<file path="src/rtl/edsac_ctrl_pkg.sv">
// edsac_ctrl_pkg
//   Shared definitions for the control-section stages: default minor-cycle
//   length, the transfer-window state encoding and the digit-counter width
//   helper.
package edsac_ctrl_pkg;

   localparam int unsigned DIGITS_PER_MC_DEF = 18;

   // One-hot so each state is a single flip-flop; DONE doubles as xfer_ack.
   typedef enum logic [3:0] {
      IDLE  = 4'b0001,
      ARMED = 4'b0010,
      XFER  = 4'b0100,
      DONE  = 4'b1000
   } xfer_state_t;

   // Bits needed to count 0..n-1 (never less than 1).
   function automatic int unsigned clog2(input int unsigned n);
      int unsigned w;
      w = 1;
      while ((32'd1 << w) < n) w = w + 1;
      return w;
   endfunction

endpackage

</file>
<file path="src/rtl/minor_cycle_counter.sv">
// minor_cycle_counter
//   Digit counter for one minor cycle, shared by the control-section stages.
//   Ports:
//     clk, rst_n   clock, asynchronous active-low reset
//     digit_pulse  one-clk strobe per digit period; advances the count
//     mc_sync      strobe coincident with the digit-0 pulse; forces count 0
//     digit_idx    index of the digit being presented on this clk
//     first_digit  digit_pulse of digit 0
//     last_digit   digit_pulse of digit DIGITS_PER_MC-1
module minor_cycle_counter
   import edsac_ctrl_pkg::*;
#(
   parameter int unsigned DIGITS_PER_MC = DIGITS_PER_MC_DEF
) (
   input  logic                             clk,
   input  logic                             rst_n,
   input  logic                             digit_pulse,
   input  logic                             mc_sync,
   output logic [clog2(DIGITS_PER_MC)-1:0]  digit_idx,
   output logic                             first_digit,
   output logic                             last_digit
);

   localparam int unsigned    CW   = clog2(DIGITS_PER_MC);
   localparam logic [CW-1:0]  LAST = CW'(DIGITS_PER_MC - 1);

   logic [CW-1:0] r_cnt;
   logic [CW-1:0] w_digit;

   // mc_sync names the current pulse digit 0 regardless of the stored count.
   assign w_digit = mc_sync ? '0 : r_cnt;

   always_ff @(posedge clk or negedge rst_n) begin
      if (!rst_n) begin
         r_cnt <= '0;
      end else if (digit_pulse) begin
         r_cnt <= (w_digit == LAST) ? '0 : w_digit + 1'b1;
      end else if (mc_sync) begin
         r_cnt <= '0;
      end
   end

   assign digit_idx   = w_digit;
   assign first_digit = digit_pulse & (w_digit == '0);
   assign last_digit  = digit_pulse & (w_digit == LAST);

endmodule

</file>
<file path="src/rtl/tank_address_latch_f2_up.sv">
// tank_address_latch_f2_up
//   Upstream stage of the F2-up tank decoder. Captures the two tank-select
//   bits F7/F8 from the serial order stream and generates minor-cycle aligned
//   t_in/t_out transfer gates.
//   Build option: F2_UP_LONG_XFER_EN -- transfer window spans two minor
//   cycles (long number) instead of one.
//   Ports:
//     clk, rst_n                 clock, asynchronous active-low reset
//     digit_pulse, mc_sync       digit timing strobes
//     order_serial               serial order bit, valid with digit_pulse
//     addr_capture               level, high for the order minor cycle
//     xfer_in_req/xfer_out_req   level requests, held until xfer_ack
//     xfer_ack                   one-clk pulse at the end of the window
//     f2_up_f7_pos/neg, f2_up_f8_pos/neg   complementary address pairs
//     f2_up_t_in, f2_up_t_out    registered transfer gates
//     addr_valid                 F7/F8 hold a committed address
module tank_address_latch_f2_up
   import edsac_ctrl_pkg::*;
#(
   parameter int unsigned DIGITS_PER_MC = DIGITS_PER_MC_DEF,
   parameter int unsigned F7_POS        = 1,
   parameter int unsigned F8_POS        = 2
) (
   input  logic clk,
   input  logic rst_n,
   input  logic digit_pulse,
   input  logic mc_sync,
   input  logic order_serial,
   input  logic addr_capture,
   input  logic xfer_in_req,
   input  logic xfer_out_req,
   output logic xfer_ack,
   output logic f2_up_f7_pos,
   output logic f2_up_f7_neg,
   output logic f2_up_f8_pos,
   output logic f2_up_f8_neg,
   output logic f2_up_t_in,
   output logic f2_up_t_out,
   output logic addr_valid
);

   localparam int unsigned    CW     = clog2(DIGITS_PER_MC);
   localparam logic [CW-1:0]  F7_IDX = CW'(F7_POS);
   localparam logic [CW-1:0]  F8_IDX = CW'(F8_POS);

   logic [CW-1:0] w_digit;
   logic          w_first;
   logic          w_last;

   minor_cycle_counter #(
      .DIGITS_PER_MC (DIGITS_PER_MC)
   ) u_mc_cnt (
      .clk         (clk),
      .rst_n       (rst_n),
      .digit_pulse (digit_pulse),
      .mc_sync     (mc_sync),
      .digit_idx   (w_digit),
      .first_digit (w_first),
      .last_digit  (w_last)
   );

   xfer_state_t r_state, w_state_nxt;
   logic        r_t_in, w_t_in_nxt;
   logic        r_t_out, w_t_out_nxt;
   logic        r_sh_f7, r_sh_f8;
   logic        w_sh_f7_nxt, w_sh_f8_nxt;
   logic        r_cap_ok;
   logic        r_pend;
   logic        r_f7, r_f8;
   logic        r_valid;
   logic        w_cap_done;
   logic        w_req;

   // Shadow next values feed the commit directly so a select bit sitting on
   // the last digit is not missed.
   assign w_sh_f7_nxt = (digit_pulse && addr_capture && (w_digit == F7_IDX)) ? order_serial : r_sh_f7;
   assign w_sh_f8_nxt = (digit_pulse && addr_capture && (w_digit == F8_IDX)) ? order_serial : r_sh_f8;

   // Capture completes only if addr_capture was high on every digit.
   assign w_cap_done  = w_last & r_cap_ok & addr_capture;
   assign w_req       = xfer_in_req | xfer_out_req;

   always_ff @(posedge clk or negedge rst_n) begin
      if (!rst_n) begin
         r_sh_f7  <= 1'b0;
         r_sh_f8  <= 1'b0;
         r_cap_ok <= 1'b0;
         r_pend   <= 1'b0;
         r_f7     <= 1'b0;
         r_f8     <= 1'b0;
         r_valid  <= 1'b0;
      end else begin
         r_sh_f7 <= w_sh_f7_nxt;
         r_sh_f8 <= w_sh_f8_nxt;
         if (digit_pulse) begin
            r_cap_ok <= w_first ? addr_capture : (r_cap_ok & addr_capture);
         end
         // A capture finishing under an open window is held back until the
         // window has closed, keeping the address stable under the gate.
         if (w_cap_done && (r_state != XFER)) begin
            r_f7    <= w_sh_f7_nxt;
            r_f8    <= w_sh_f8_nxt;
            r_valid <= 1'b1;
            r_pend  <= 1'b0;
         end else if (w_cap_done) begin
            r_pend  <= 1'b1;
         end else if (r_pend && (r_state != XFER)) begin
            r_f7    <= r_sh_f7;
            r_f8    <= r_sh_f8;
            r_valid <= 1'b1;
            r_pend  <= 1'b0;
         end
      end
   end

`ifdef F2_UP_LONG_XFER_EN
   logic r_mc2, w_mc2_nxt;
`endif

   always_ff @(posedge clk or negedge rst_n) begin
      if (!rst_n) begin
         r_state <= IDLE;
         r_t_in  <= 1'b0;
         r_t_out <= 1'b0;
`ifdef F2_UP_LONG_XFER_EN
         r_mc2   <= 1'b0;
`endif
      end else begin
         r_state <= w_state_nxt;
         r_t_in  <= w_t_in_nxt;
         r_t_out <= w_t_out_nxt;
`ifdef F2_UP_LONG_XFER_EN
         r_mc2   <= w_mc2_nxt;
`endif
      end
   end

   always_comb begin
      w_state_nxt = r_state;
      w_t_in_nxt  = r_t_in;
      w_t_out_nxt = r_t_out;
`ifdef F2_UP_LONG_XFER_EN
      w_mc2_nxt   = r_mc2;
`endif
      case (r_state)
         IDLE: begin
            if (r_valid && w_req) w_state_nxt = ARMED;
         end
         ARMED: begin
            if (!w_req) begin
               w_state_nxt = IDLE;
            end else if (w_first) begin
               // Out wins a tie; a held in request gets the next window.
               w_state_nxt = XFER;
               w_t_out_nxt = xfer_out_req;
               w_t_in_nxt  = ~xfer_out_req;
`ifdef F2_UP_LONG_XFER_EN
               w_mc2_nxt   = 1'b0;
`endif
            end
         end
         XFER: begin
            if (w_last) begin
`ifdef F2_UP_LONG_XFER_EN
               if (r_mc2) begin
                  w_state_nxt = DONE;
                  w_t_in_nxt  = 1'b0;
                  w_t_out_nxt = 1'b0;
                  w_mc2_nxt   = 1'b0;
               end else begin
                  w_mc2_nxt   = 1'b1;
               end
`else
               w_state_nxt = DONE;
               w_t_in_nxt  = 1'b0;
               w_t_out_nxt = 1'b0;
`endif
            end
         end
         DONE: begin
            w_state_nxt = IDLE;
         end
         default: begin
            w_state_nxt = IDLE;
            w_t_in_nxt  = 1'b0;
            w_t_out_nxt = 1'b0;
         end
      endcase
   end

   assign xfer_ack     = (r_state == DONE);
   assign f2_up_f7_pos = r_f7;
   assign f2_up_f7_neg = ~r_f7;
   assign f2_up_f8_pos = r_f8;
   assign f2_up_f8_neg = ~r_f8;
   assign f2_up_t_in   = r_t_in;
   assign f2_up_t_out  = r_t_out;
   assign addr_valid   = r_valid;

endmodule

</file>
<file path="config.mk">
export PLATFORM = sky130hd
export DESIGN_NAME = tank_address_latch_f2_up
export DESIGN_NICKNAME = d
export VERILOG_FILES = /design/src/rtl/edsac_ctrl_pkg.sv /design/src/rtl/minor_cycle_counter.sv /design/src/rtl/tank_address_latch_f2_up.sv
export SDC_FILE = /design/constraint.sdc
export NUM_CORES = 1
export LEC_CHECK = 0
export ABC_AREA = 1
export ABC_CLOCK_PERIOD_IN_PS = 2900
export BUFFER_PORTS_ARGS = -buffer_cell sky130_fd_sc_hd__buf_4
export CAP_MARGIN = 15
export CORE_MARGIN = 3
export CORE_UTILIZATION = 38
export DETAILED_ROUTE_END_ITERATION = 10
export GPL_ROUTABILITY_DRIVEN = 0
export MAX_ROUTING_LAYER = met4
export PLACE_DENSITY = 0.61
export SLEW_MARGIN = 30
export SYNTH_ARGS = -nofsm -noshare
export SYNTH_HDL_FRONTEND = slang
export SYNTH_HIERARCHICAL = 1
export SYNTH_SLANG_ARGS = --single-unit
</file>
<file path="constraint.sdc">
create_clock -name clk -period 2.9 [get_ports clk]
set_input_delay 0.145 -clock clk [delete_from_list [all_inputs] [get_ports clk]]
set_output_delay 0.145 -clock clk [all_outputs]
set_load 0.02 [all_outputs]
</file>
# [Word-level counts from Yosys, hierarchy flattened]
# Cells that the tools add are included.
[classes] n_addsub=1 eq_ne=14 n_mux=30 bitwise=10 reduce_logical=13
[op_table] cell="$mux W1" n=20
[op_table] cell="$mux W4" n=4
[op_table] cell="$mux W5" n=3
[op_table] cell="$pmux W4 S3" n=1
[op_table] cell="$ne A2 B2 Y1 const B" n=4
[op_table] cell="$logic_and A1 B1 Y1" n=6
[op_table] cell="$pmux W1 S3" n=2
[op_table] cell="$add A5 B1 Y5 const B" n=1
[op_table] cell="$and A1 B1 Y1" n=5
[op_table] cell="$eq A5 B1 Y1 const B" n=1
[op_table] cell="$eq A5 B2 Y1 const B" n=1
[op_table] cell="$eq A5 B5 Y1 const B" n=1
[op_table] cell="$logic_not A5 Y1" n=1
[op_table] cell="$eq A4 B1 Y1 const B" n=1
[op_table] cell="$eq A4 B2 Y1 const B" n=1
[op_table] cell="$eq A4 B3 Y1 const B" n=1
[op_table] cell="$eq A4 B4 Y1 const B" n=1
[op_table] cell="$ne A4 B3 Y1 const B" n=1
[op_table] cell="$not A1 Y1" n=4
[op_table] cell="$reduce_and A4 Y1" n=1
[op_table] cell="$ne A3 B3 Y1 const B" n=1
[op_table] cell="$reduce_and A3 Y1" n=1
[op_table] cell="$reduce_bool A3 Y1" n=1
[op_table] cell="$ne A2 B1 Y1 const B" n=1
[op_table] cell="4 further kinds" n=4
[word_totals] reg_bits=18

# [Longest topological paths before layout]
# Gate-level depths: netlist (run 1).
[depth] word_depth=8 ltp_mapped=11 depth_no_buf=11

# [Hierarchy]
# Netlist (run 1), hierarchy kept.
[by_module_without_submodules] mod="tank_address_latch_f2_up" n_inst=1 cells_per_inst=99 area_each_um2=759.5 seq_area_each_um2=326.6
[by_module_without_submodules] mod="minor_cycle_counter" n_inst=1 cells_per_inst=44 area_each_um2=344.1 seq_area_each_um2=125.1

# [Worst setup path before layout (run 1)]
# No wires, ideal clock.
[synth_timing] path_kind="register to register" start="reg u_mc_cnt.r_cnt[1]" end="reg r_f7 (netlist: f2_up_f7_pos)" setup_ns=0.116 arrival_time_ns=1.314 setup_slack_ns=1.470 stages_incl_launch_ff=11 path_cell_list="dfrtp_1 -> inv_1 -> nand2_1 -> nor2_2 -> nand3_1 -> inv_1 -> nand3_1 -> a21oi_1 -> nand3_1 -> nand2_1 -> nand2_1"
[synth_between] elab_chain_cells=8 elab_cells_between_ends=13 cone_classes="3 x eq/ne; 3 x mux; 3 x bitwise; 4 x reduce/logical"
[synth_lines] item="start: declaration" line_no="minor_cycle_counter.sv:27" rtl="logic [CW-1:0] r_cnt;"
[synth_lines] item="start signal: assignment" line_no="minor_cycle_counter.sv:37" rtl="r_cnt <= (w_digit == LAST) ? '0 : w_digit + 1'b1;"
[synth_lines] item="$mux W5 *"
[synth_lines] item="$eq A5 B5 Y1 *" line_no="minor_cycle_counter.sv:45" rtl="assign last_digit = digit_pulse & (w_digit == LAST);"
[synth_lines] item="$and A1 B1 Y1 *" line_no="minor_cycle_counter.sv:45"
[synth_lines] item="net w_last" line_no="tank_address_latch_f2_up.sv:48" rtl="logic w_last;"
[synth_lines] item="$and A1 B1 Y1 * (2 in a row)" line_no="tank_address_latch_f2_up.sv:80" rtl="assign w_cap_done = w_last & r_cap_ok & addr_capture;"
[synth_lines] item="$logic_and A1 B1 Y1" line_no="tank_address_latch_f2_up.sv:100" rtl="if (w_cap_done && (r_state != XFER)) begin"
[synth_lines] item="$ne A2 B1 Y1 (no line) or $reduce_bool A2 Y1 (tied branches)"
[synth_lines] item="$reduce_and A2 Y1 (no line)"
[synth_lines] item="end signal: assignment" line_no="tank_address_latch_f2_up.sv:101" rtl="r_f7 <= w_sh_f7_nxt;"
[synth_lines] item="end signal: assignment" line_no="tank_address_latch_f2_up.sv:108" rtl="r_f7 <= r_sh_f7;"
[synth_lines] item="end: declaration" line_no="tank_address_latch_f2_up.sv:69" rtl="logic r_f7, r_f8;"
# The timed path passes the listed nets; every way through them passes the cells marked *.
# A chain may end at the register's enable or synchronous reset.

# [Final worst setup path (run 1)]
[layout_timing] start="reg u_mc_cnt.r_cnt[1]" end="reg r_f8 (netlist: f2_up_f8_pos)"
[layout_between] elab_chain_cells=8 elab_cells_between_ends=13 cone_classes="3 x eq/ne; 3 x mux; 3 x bitwise; 4 x reduce/logical"
[layout_lines] item="$mux W5 *"
[layout_lines] item="$eq A5 B5 Y1 *" line_no="minor_cycle_counter.sv:45"
[layout_lines] item="$and A1 B1 Y1 *" line_no="minor_cycle_counter.sv:45"
[layout_lines] item="net w_last" line_no="tank_address_latch_f2_up.sv:48"
[layout_lines] item="$and A1 B1 Y1 * (2 in a row)" line_no="tank_address_latch_f2_up.sv:80"
[layout_lines] item="$logic_and A1 B1 Y1" line_no="tank_address_latch_f2_up.sv:100"
[layout_lines] item="$ne A2 B1 Y1 (no line) or $reduce_bool A2 Y1 (tied branches)"
[layout_lines] item="$reduce_and A2 Y1 (no line)"
[layout_lines] item="end signal: assignment" line_no="tank_address_latch_f2_up.sv:102" rtl="r_f8 <= w_sh_f8_nxt;"
[layout_lines] item="end signal: assignment" line_no="tank_address_latch_f2_up.sv:109" rtl="r_f8 <= r_sh_f8;"
[layout_lines] item="end: declaration" line_no="tank_address_latch_f2_up.sv:69"
# Marked as above.

==> results of run 1 <==
[cell usage in the layout, fill, tap and decap left out, types with 3 or more instances in the layout]
cell type,count
dfrtp_1,17
inv_1,24
nor2_2,5
clkbuf_4,3
nand3_2,4
nand2_2,5
nor2_4,4
nand4_1,3
a21oi_1,4
nor2_1,9
nand2_1,35
buf_4,15
nand3_1,12
o21ai_0,3
[metal layers]
| layer | vias to the layer above | share of wire [%] |
|---|---|---|
| met5 | - | 0 |
| met1 | 409 | 48 |
| met2 | 19 | 46 |
| met4 | 0 | 0.60 |
| li1 | 486 | - |
| met3 | 2 | 4.9 |
[state kept, by name, summed over array words and instances, names as in the netlist]
register and count:
r_sh_f8 1, r_sh_f7 1, r_cap_ok 1, f2_up_t_in 1, f2_up_f8_pos 1, f2_up_t_out 1
addr_valid 1, u_mc_cnt/r_cnt 5, f2_up_f7_pos 1, r_state 4, r_pend 1
[synth_stat cells]
master | count | area, um^2
o21ai_0 | 3 | 15.0
a21oi_1 | 4 | 20.0
nand3_2 | 4 | 40.0
inv_4 | 1 | 6.26
nor2_1 | 9 | 33.8
nand2_2 | 5 | 31.3
xor2_1 | 2 | 17.5
o21ai_2 | 2 | 17.5
o21bai_2 | 1 | 11.3
nand2_4 | 2 | 22.5
o21bai_1 | 1 | 7.51
clkinv_2 | 1 | 5.00
inv_1 | 24 | 90.1
nand2_1 | 35 | 131
nor2_2 | 5 | 31.3
dfrtp_1 | 17 | 425
nor3_1 | 1 | 5.00
nand3b_1 | 2 | 15.0
nand4_2 | 1 | 12.5
o31ai_1 | 1 | 7.51
nand3_1 | 12 | 60.1
inv_2 | 2 | 7.51
nand4_1 | 3 | 18.8
dfstp_2 | 1 | 26.3
nor2_4 | 4 | 45.0
[cell families (layout without fill, tap and decap cells)]
family / count (synthesis) / in the layout / synth area share (%)
XOR/XNOR: 2 / 2 / 1.59
AO/OA/AOI/OAI: 12 / 12 / 7.14
AND/OR/NAND/NOR: 83 / 83 / 40.5
buffers and inverters: 28 / 48 / 9.86
flip-flops: 18 / 18 / 40.9
[power by group through the flow]
stage	sequential, mW	clock, mW	combinational (mW)
6_report	0.339	0.127	0.247
5_1_grt	0.344	0.147	0.282
3_5_place_dp	0.345	0	0.250
4_1_cts	0.340	0.135	0.251
3_3_place_gp	0.342	0	0.250
2_1_floorplan	0.350	0	0.178
[stage by stage]
stage               power, mW  hold WS, ns  utilization [%]  cells
floorplan               0.528       -0.151                -    143
global placement        0.592       0.0317             48.0    188
detailed placement      0.595       0.0301             48.0    188
CTS                     0.726       0.0968             49.4    193
global route            0.773       0.0920             49.4    193
finish                  0.714        0.110             49.4    193
[layout make-up]
cell class / count / area [um^2] / area share, %
clock buffers: 4 / 26.3 / 2.04
multi-input cells: 97 / 543 / 42.1
repair buffers: 16 / 123 / 9.51
flip-flops and latches: 18 / 452 / 35.0
inverters: 28 / 109 / 8.44
well taps: 30 / 37.5 / 2.91
[critical path: stages (launching register included)]
cell and delay, ns:
dfrtp_1 0.44, inv_1 0.07, nand2_1 0.05, nor2_2 0.09, nand3_1 0.08, inv_1 0.16
nand3_1 0.19, a21oi_1 0.23, nand3_1 0.12, nand2_1 0.07, nand2_1 0.04
[worst min-delay path by stage]
stage	start	to	slack, ns	depth (start not counted)
after detailed placement	rst_n	f2_up_t_out	0.03	1
after floorplan	rst_n	addr_valid	-0.15	0
final	addr_capture	r_cap_ok	0.11	3
after CTS	addr_capture	r_cap_ok	0.1	3
after global routing	addr_capture	r_cap_ok	0.09	3
after global placement	rst_n	f2_up_t_out	0.03	1
==> impl_metrics.tcl, run 1 <==
set metrics [dict create \
    pwr-share-clk_pct 17.8 \
    grt_max_degree 19 \
    synthesis.nets 151 \
    syn_inst 143 \
    grt.met3_usage_pct 2.81 \
    synth_area_um2 1100 \
    cts-buffers-inserted 3 \
    grt_pass1_wl_mm 3.70 \
    worstSetupEndpoint "f2_up_f8_pos" \
    finalInstanceArea_um2 1290 \
    tightest_slew_ns 0.262 \
    synth_warnings 6 \
    period_share_pct 56.7 \
    cts.sinks 18 \
    clock_latency_ns 0.28 \
    clockBufferDepth 2 \
    fin_setup_tns_ns 0 \
    vdd.ir_drop.worst_uv 372 \
    rrSetupSlack_ns 1.26 \
    start_kind "flip-flop" \
    drc 0 \
    setup_viol 0 \
    io_buffers 15 \
    n_fill_cell 256 \
    die_h_um 59.9 \
    p_leak_nw 0.709 \
    crit_start "u_mc_cnt/r_cnt[1]" \
    clkSlewWorstSetupHoldPaths_ns 0.10 \
    fin_nets 172 \
    grt-busiest-layer "met2" \
    power_frac_comb_pct 34.6 \
    worstReg2RegEnd "f2_up_f8_pos" \
    crit_fanout 4 \
    slew_viol_final 0 \
    grt_pass1_vias 925 \
    endpoint_kind "flip-flop" \
    num_vias 916 \
    dpl_cell_area_um2 1250 \
    core_area_um2 2610 \
    switchingPower_uw 269 \
    yosysSeqAreaShare_pct 40.9 \
    switching_share_pct 37.7 \
    drv_cap 0 \
    synth.avg_cell_area_um2 7.72 \
    rsz0062_at_grt "false" \
    die_w_um 59.9 \
    max_freq_mhz 609 \
    layout-drive-gt1-share_pct 28.8 \
    routed_wirelength_mm 2.02 \
    wire_per_inst_um 10.4 \
    critical_path_arrival_ns 1.83 \
    place_ws_ns 1.27 \
    grt_antenna_before_repair 0 \
    ant_nets 0 \
    met2_usage_pct 22.7 \
    syn2layout_area_growth_pct 16.9 \
    die_area_um2 3590 \
    internal_power_uw 444 \
    finalWorstSetupSlack_ns 1.26 \
    pin_count 16 \
    worstPathRequired_ns 3.09 \
    drt_iter0_markers 20 \
    synth-seq-cells 18 \
    crit_type "flip-flop to flip-flop" \
    grt-ovfl-total 0 \
    hold_buffers 1 \
    power.density_nw_per_um2 553 \
    met1_usage_pct 17.3 \
    antenna_cells 0 \
    grt_usage_pct 13.8 \
    timing.final.crit_period_ns 1.64 \
    finClkSkew_ns 0.00411 \
    cts_max_level 1 \
    start_util_pct 42.2 \
    via_per_inst 4.75 \
    cts_root_buffer "clkbuf_4" \
    p_seq_share_pct 47.5 \
    cts_setup_buffers 0 \
    status "completed" \
    fp-row-count 18 \
    dr.pass1.iters 4 \
    cts_resized 0 \
    maxSlewHeadroom_pct 82.4 \
    synth_cell_types 25 \
    hold_violations 0 \
    worstReg2RegStart "u_mc_cnt/r_cnt[1]" \
    reg2reg_depth 10 \
    timing.hold.worst.class "input port to flip-flop" \
    hpwlAfterDp_mm 1.65 \
    cts_tree "yes" \
]
No activity file was read; power rests on OpenSTA's default activity.
==> run 2, diff against run 1 <==
- ABC_CLOCK_PERIOD_IN_PS: 2900 -> 1300
- PLACE_DENSITY: 0.61 -> 0.63
- clock period: 2.9 -> 1.3 ns (I/O delays scaled with it)
==> run 2 against run 1 <==
Against the previous run: the flow now finishes with violations (negative setup slack); first-iteration DRC count down 20%; critical path type unchanged; sequential share of layout area down 6.6 points; register-to-register slack worse by 1.4 ns; power rose to 2.7 times the previous value; largest power group is now combinational logic; clock power rose to 2.8 times the previous value; core utilization up 12 points; worst setup slack worse by 1.4 ns; fmax up 11%; largest cell class unchanged.
==> impl_metrics.tcl, run 2 (synthesis results as in run 1) <==
set metrics [dict create \
    status "finished, violations left" \
    placed_cells 198 \
    maxSlewHeadroom_pct 77.4 \
    period_share_pct 114 \
    grt_pass1_vias 956 \
    dr.pass1.iters 4 \
    ant_nets 0 \
    worstSetupEndpoint "f2_up_f7_pos" \
    cts.sinks 18 \
    die_h_um 59.9 \
    start_kind "flip-flop" \
    grt_max_degree 19 \
    syn2layout_area_growth_pct 44.2 \
    timing.final.crit_period_ns 1.48 \
    antenna_cells 0 \
    max_stage_delay_ns 0.41 \
    io_buffers 15 \
    fin_nets 192 \
    finalWorstSetupSlack_ns -0.180 \
    crit_type "flip-flop to flip-flop" \
    drc 0 \
    tightest_slew_ns 0.335 \
    worstReg2RegEnd "f2_up_f7_pos" \
    drt_iter0_markers 16 \
    hold_violations 0 \
    num_vias 996 \
    routed_wirelength_mm 2.41 \
    slowest_stage "dfrtp_1" \
    slew_viol_final 0 \
    crit_fanout 5 \
    hpwlAfterDp_mm 1.76 \
    largest-register "u_mc_cnt/r_cnt" \
    critical_path_arrival_ns 1.72 \
    finClkSkew_ns 0.00753 \
    power.density_nw_per_um2 1200 \
    grt_pass1_wl_mm 3.82 \
    worstPathRequired_ns 1.54 \
    reg_top3 "u_mc_cnt/r_cnt x5, r_state x4" \
    rrSetupSlack_ns -0.18 \
    grt-ovfl-total 0 \
    rsz0062_at_grt "true" \
    setup_viol 9 \
    cts_tree "yes" \
    largest_reg_flops 5 \
    cts-buffers-inserted 3 \
    crit_start "u_mc_cnt/r_cnt[3]" \
    pin_count 16 \
    clockBufferDepth 2 \
    layout-drive-gt1-share_pct 47.0 \
    p_leak_nw 0.838 \
    reg2reg_depth 10 \
    violations "negative setup slack" \
    grt_usage_pct 14.3 \
    timing.hold.worst.class "input port to flip-flop" \
    max_freq_mhz 676 \
    layout_common_cells "buf_4, nand2_1, inv_1" \
    clkSlewWorstSetupHoldPaths_ns 0.11 \
    core_area_um2 2610 \
    die_w_um 59.9 \
    fin_setup_tns_ns -1.02 \
    via_per_inst 4.68 \
    vdd.ir_drop.worst_uv 906 \
    worstReg2RegStart "u_mc_cnt/r_cnt[3]" \
    die_area_um2 3590 \
    drv_cap 0 \
    grt_antenna_before_repair 0 \
    fp-row-count 18 \
    cts_root_buffer "clkbuf_4" \
    layout_commonest_cell "buf_4" \
    crit_chain "o21ai_2 > buf_4 > nand3_2 > inv_2 > nand3_4 > nand2_4 > nand2_4 > a21oi_2 > nand2_1 > nand2_1" \
    wire_per_inst_um 11.3 \
    cts_max_level 1 \
    endpoint_kind "flip-flop" \
    final_cell_count_no_fill 213 \
    clock_latency_ns 0.29 \
    start_util_pct 42.2 \
]
run 2: cell count changes in the layout (fill, tap and decap cells not counted), moves of 4 or more:
cell / previous run / this run
buf_6: 0 / 4
nand3_1: 12 / 8
nand2_1: 35 / 28
nand2_2: 5 / 9
buf_4: 15 / 29
run 2: repair_timing:
action                                  CTS  global route
hold endpoints to repair                 18             0
hold buffers                              1             0
setup buffers                             4             7
pin swaps                                 2            11
gates resized for setup                   3            22
endpoints found under the setup margin    9            13
run 2: per-stage QoR:
step / util (%) / setup slack (ns) / cell area (um^2) / power (mW) / hold slack, ns
floorplan: - / -0.00997 / 1120 / 1.19 / -0.231
global placement: 51.7 / -0.0761 / 1350 / 1.36 / -0.0504
detailed placement: 51.7 / -0.110 / 1350 / 1.36 / -0.0494
CTS: 55.3 / -0.112 / 1450 / 1.76 / 0.00611
global route: 60.9 / -0.301 / 1590 / 2.04 / 0.00977
finish: 60.9 / -0.180 / 1590 / 1.91 / 0.00996
run 2: worst max-delay path: cells and delay by family (launching register included):
family	cells	cell delay, ns
AND/OR/NAND/NOR	6	0.49
AO/OA/AOI/OAI	2	0.29
flip-flops	1	0.41
buffers and inverters	2	0.26
run 2: final cells by class:
| cell class | instances | area, um^2 |
|---|---|---|
| flip-flops and latches | 18 | 452 |
| well taps | 30 | 37.5 |
| repair buffers | 36 | 313 |
| fillers | 231 | 1020 |
| multi-input cells | 97 | 644 |
| clock buffers | 4 | 36.3 |
| inverters | 28 | 109 |
run 2: worst min path at each step:
stage	from	endpoint	cells past startpoint
after floorplan	rst_n	addr_valid	0
after global placement	rst_n	f2_up_t_out	1
after detailed placement	rst_n	f2_up_t_out	1
after CTS	addr_capture	r_cap_ok	3
after global routing	addr_capture	r_cap_ok	3
final	addr_capture	r_cap_ok	3
run 2: where the power goes:
group          internal (mW)  total, mW  switching, mW  leakage, nW
logic                  0.361      0.802          0.441        0.584
registers              0.666      0.752         0.0862        0.234
clock network          0.171      0.352          0.182       0.0210
run 2: per-layer routing:
layer | global-route usage [%] | routed length, um
met5 | - | 0
met4 | 4.75 | 6
met3 | 1.94 | 75
met2 | 24.1 | 1210
met1 | 17.5 | 1110
==> run 3, diff against run 2 <==
- CAP_MARGIN: 15 -> 20
- CORE_ASPECT_RATIO: not set -> 1.25
==> run 3 against run 2 <==
Against the previous run: the flow still finishes with violations (negative setup slack); critical path depth did not move; flip-flop and latch count did not move; critical endpoint unchanged; critical path type unchanged; power fell by 4.0%; fmax rose by 2.4%; cell count rose by 2.3%; global-route usage rose by 2.2 points; via count rose by 4.1%; register-to-register slack improved by 0.04 ns; wire length rose by 5.5%; die area rose by 0.11%.
==> impl_metrics.tcl, run 3 (synthesis results as in run 1) <==
set metrics [dict create \
    status "finished, violations left" \
    violations "negative setup slack" \
    internal_power_mw 1.15 \
    clkSlewWorstSetupHoldPaths_ns 0.11 \
    max_freq_mhz 692 \
    hpwlAfterDp_mm 1.93 \
    clockBufferDepth 2 \
    start_util_pct 40.4 \
    crit_type "flip-flop to flip-flop" \
    finClkSkew_ns 0.00669 \
    fp-row-count 21 \
    switching_share_pct 37.1 \
    timing.final.crit_period_ns 1.44 \
    cts.sinks 18 \
    power.density_nw_per_um2 1180 \
    core_area_um2 2730 \
    setup_viol 11 \
    p_leak_nw 0.823 \
    slowest_stage "dfrtp_1" \
    antenna_cells 0 \
    crit_family "simple AND/OR/NAND/NOR gates" \
    drt_iter0_markers 18 \
    dpl_cell_area_um2 1360 \
    power_frac_comb_pct 40.1 \
    p_seq_share_pct 40.6 \
    largest_reg_flops 5 \
    cts-buffers-inserted 3 \
    rsz0062_at_grt "true" \
    grt_pass1_vias 1001 \
    num_vias 1037 \
    die_w_um 54.2 \
    utilization_pct 56.5 \
    die_h_um 66.3 \
    dr.pass1.iters 5 \
    crit_chain "inv_1 > nand2_1 > nor2_2 > nand3_2 > inv_2 > nand3_4 > buf_4 > a21oi_2 > nand2_1 > nand2_1" \
    drv_cap 0 \
    finalWorstSetupSlack_ns -0.145 \
    critical_path_arrival_ns 1.68 \
    vdd.ir_drop.worst_uv 743 \
    via_per_inst 4.76 \
    hold_violations 0 \
    n_fill_cell 258 \
    crit_top_cell "nand2_1" \
    period_share_pct 111 \
    worstPathRequired_ns 1.54 \
    grt_pass1_wl_mm 4.22 \
    wire_per_inst_um 11.6 \
    max_stage_delay_ns 0.41 \
    switchingPower_uw 680 \
    cts_root_buffer "clkbuf_4" \
    grt-ovfl-total 0 \
    grt_usage_pct 16.5 \
    cts_tree "yes" \
    maxSlewHeadroom_pct 81.5 \
    timing.hold.worst.class "input port to flip-flop" \
    fin_nets 193 \
    endpoint_kind "flip-flop" \
    pwr-share-clk_pct 19.3 \
    layout_common_cells "nand2_1, buf_4, inv_1" \
    largest-register "u_mc_cnt/r_cnt" \
    tightest_slew_ns 0.274 \
    drc 0 \
    io_buffers 15 \
    layout_commonest_cell "nand2_1" \
    syn2layout_area_growth_pct 40.0 \
    crit_fanout 3 \
    layout-drive-gt1-share_pct 45.7 \
    grt_antenna_before_repair 0 \
    slew_viol_final 0 \
    cts_max_level 1 \
    ant_nets 0 \
    reg_top3 "u_mc_cnt/r_cnt x5, r_state x4" \
    pin_count 16 \
    finalInstanceArea_um2 1550 \
    routed_wirelength_mm 2.54 \
    start_kind "flip-flop" \
    clock_latency_ns 0.29 \
    die_area_um2 3590 \
    grt_max_degree 19 \
    path_buf_inv 3 \
]
## run 3: cell type report
cell class | instances | area [um^2] | area share (%)
multi-input cells | 97 | 607 | 39.3
repair buffers | 37 | 299 | 19.4
inverters | 28 | 109 | 7.04
flip-flops and latches | 18 | 452 | 29.2
well taps | 34 | 42.5 | 2.75
clock buffers | 4 | 36.3 | 2.35
## run 3: worst reg2reg max path: stages, from the launching register on
cell and delay (ns):
dfrtp_1 0.41, inv_1 0.06, nand2_1 0.05, nor2_2 0.12, nand3_2 0.11, inv_2 0.11
nand3_4 0.10, buf_4 0.16, a21oi_2 0.14, nand2_1 0.06, nand2_1 0.06
## run 3: final timing paths
| path | end | slack [ns] | cells after the start | startpoint |
|---|---|---|---|---|
| setup reg to reg | f2_up_f7_pos | -0.14 | 10 | u_mc_cnt/r_cnt[1] |
| hold / removal | r_cap_ok | 0.02 | 3 | addr_capture |
| hold reg to reg | f2_up_t_out | 0.49 | 2 | f2_up_t_out |
| min in group asynchronous | r_cap_ok | 0.15 | 2 | rst_n |
| setup / recovery | f2_up_f7_pos | -0.14 | 10 | u_mc_cnt/r_cnt[1] |
| max in group asynchronous | r_state[0] | 0.89 | 2 | rst_n |
## run 3: what timing repair did
action,CTS,global route
endpoints found under the setup margin,10,13
buffers inserted,6,4
pin swaps,8,5
hold buffers,1,0
hold endpoints to repair,18,0
gates resized for setup,9,11
## run 3: power by group through the flow
stage	Combinational (mW)	Clock, mW	Sequential, mW
CTS	0.717	0.362	0.743
floorplan	0.403	0	0.784
finish	0.734	0.354	0.742
global placement	0.603	0	0.759
global route	0.817	0.396	0.757
detailed placement	0.622	0	0.763
## run 3: through the flow
| stage | total power [mW] | instances | hold WS [ns] | setup TNS, ns | setup WS (ns) |
|---|---|---|---|---|---|
| 3_3_place_gp | 1.36 | 203 | -0.0522 | -0.218 | -0.0692 |
| 3_5_place_dp | 1.39 | 203 | -0.0495 | -0.621 | -0.168 |
| 2_1_floorplan | 1.19 | 143 | -0.231 | -0.0199 | -0.00997 |
| 6_report | 1.83 | 218 | 0.0166 | -0.863 | -0.145 |
| 4_1_cts | 1.82 | 214 | 0.0108 | -0.786 | -0.125 |
| 5_1_grt | 1.97 | 218 | 0.0259 | -2.24 | -0.286 |
## run 3: routing by layer
layer	vias to the layer above	routed length [um]	track usage, %
met5	-	0	-
met4	0	44	8.10
li1	528	-	-
met3	4	54	2.71
met2	13	1420	29.3
met1	492	1020	16.8
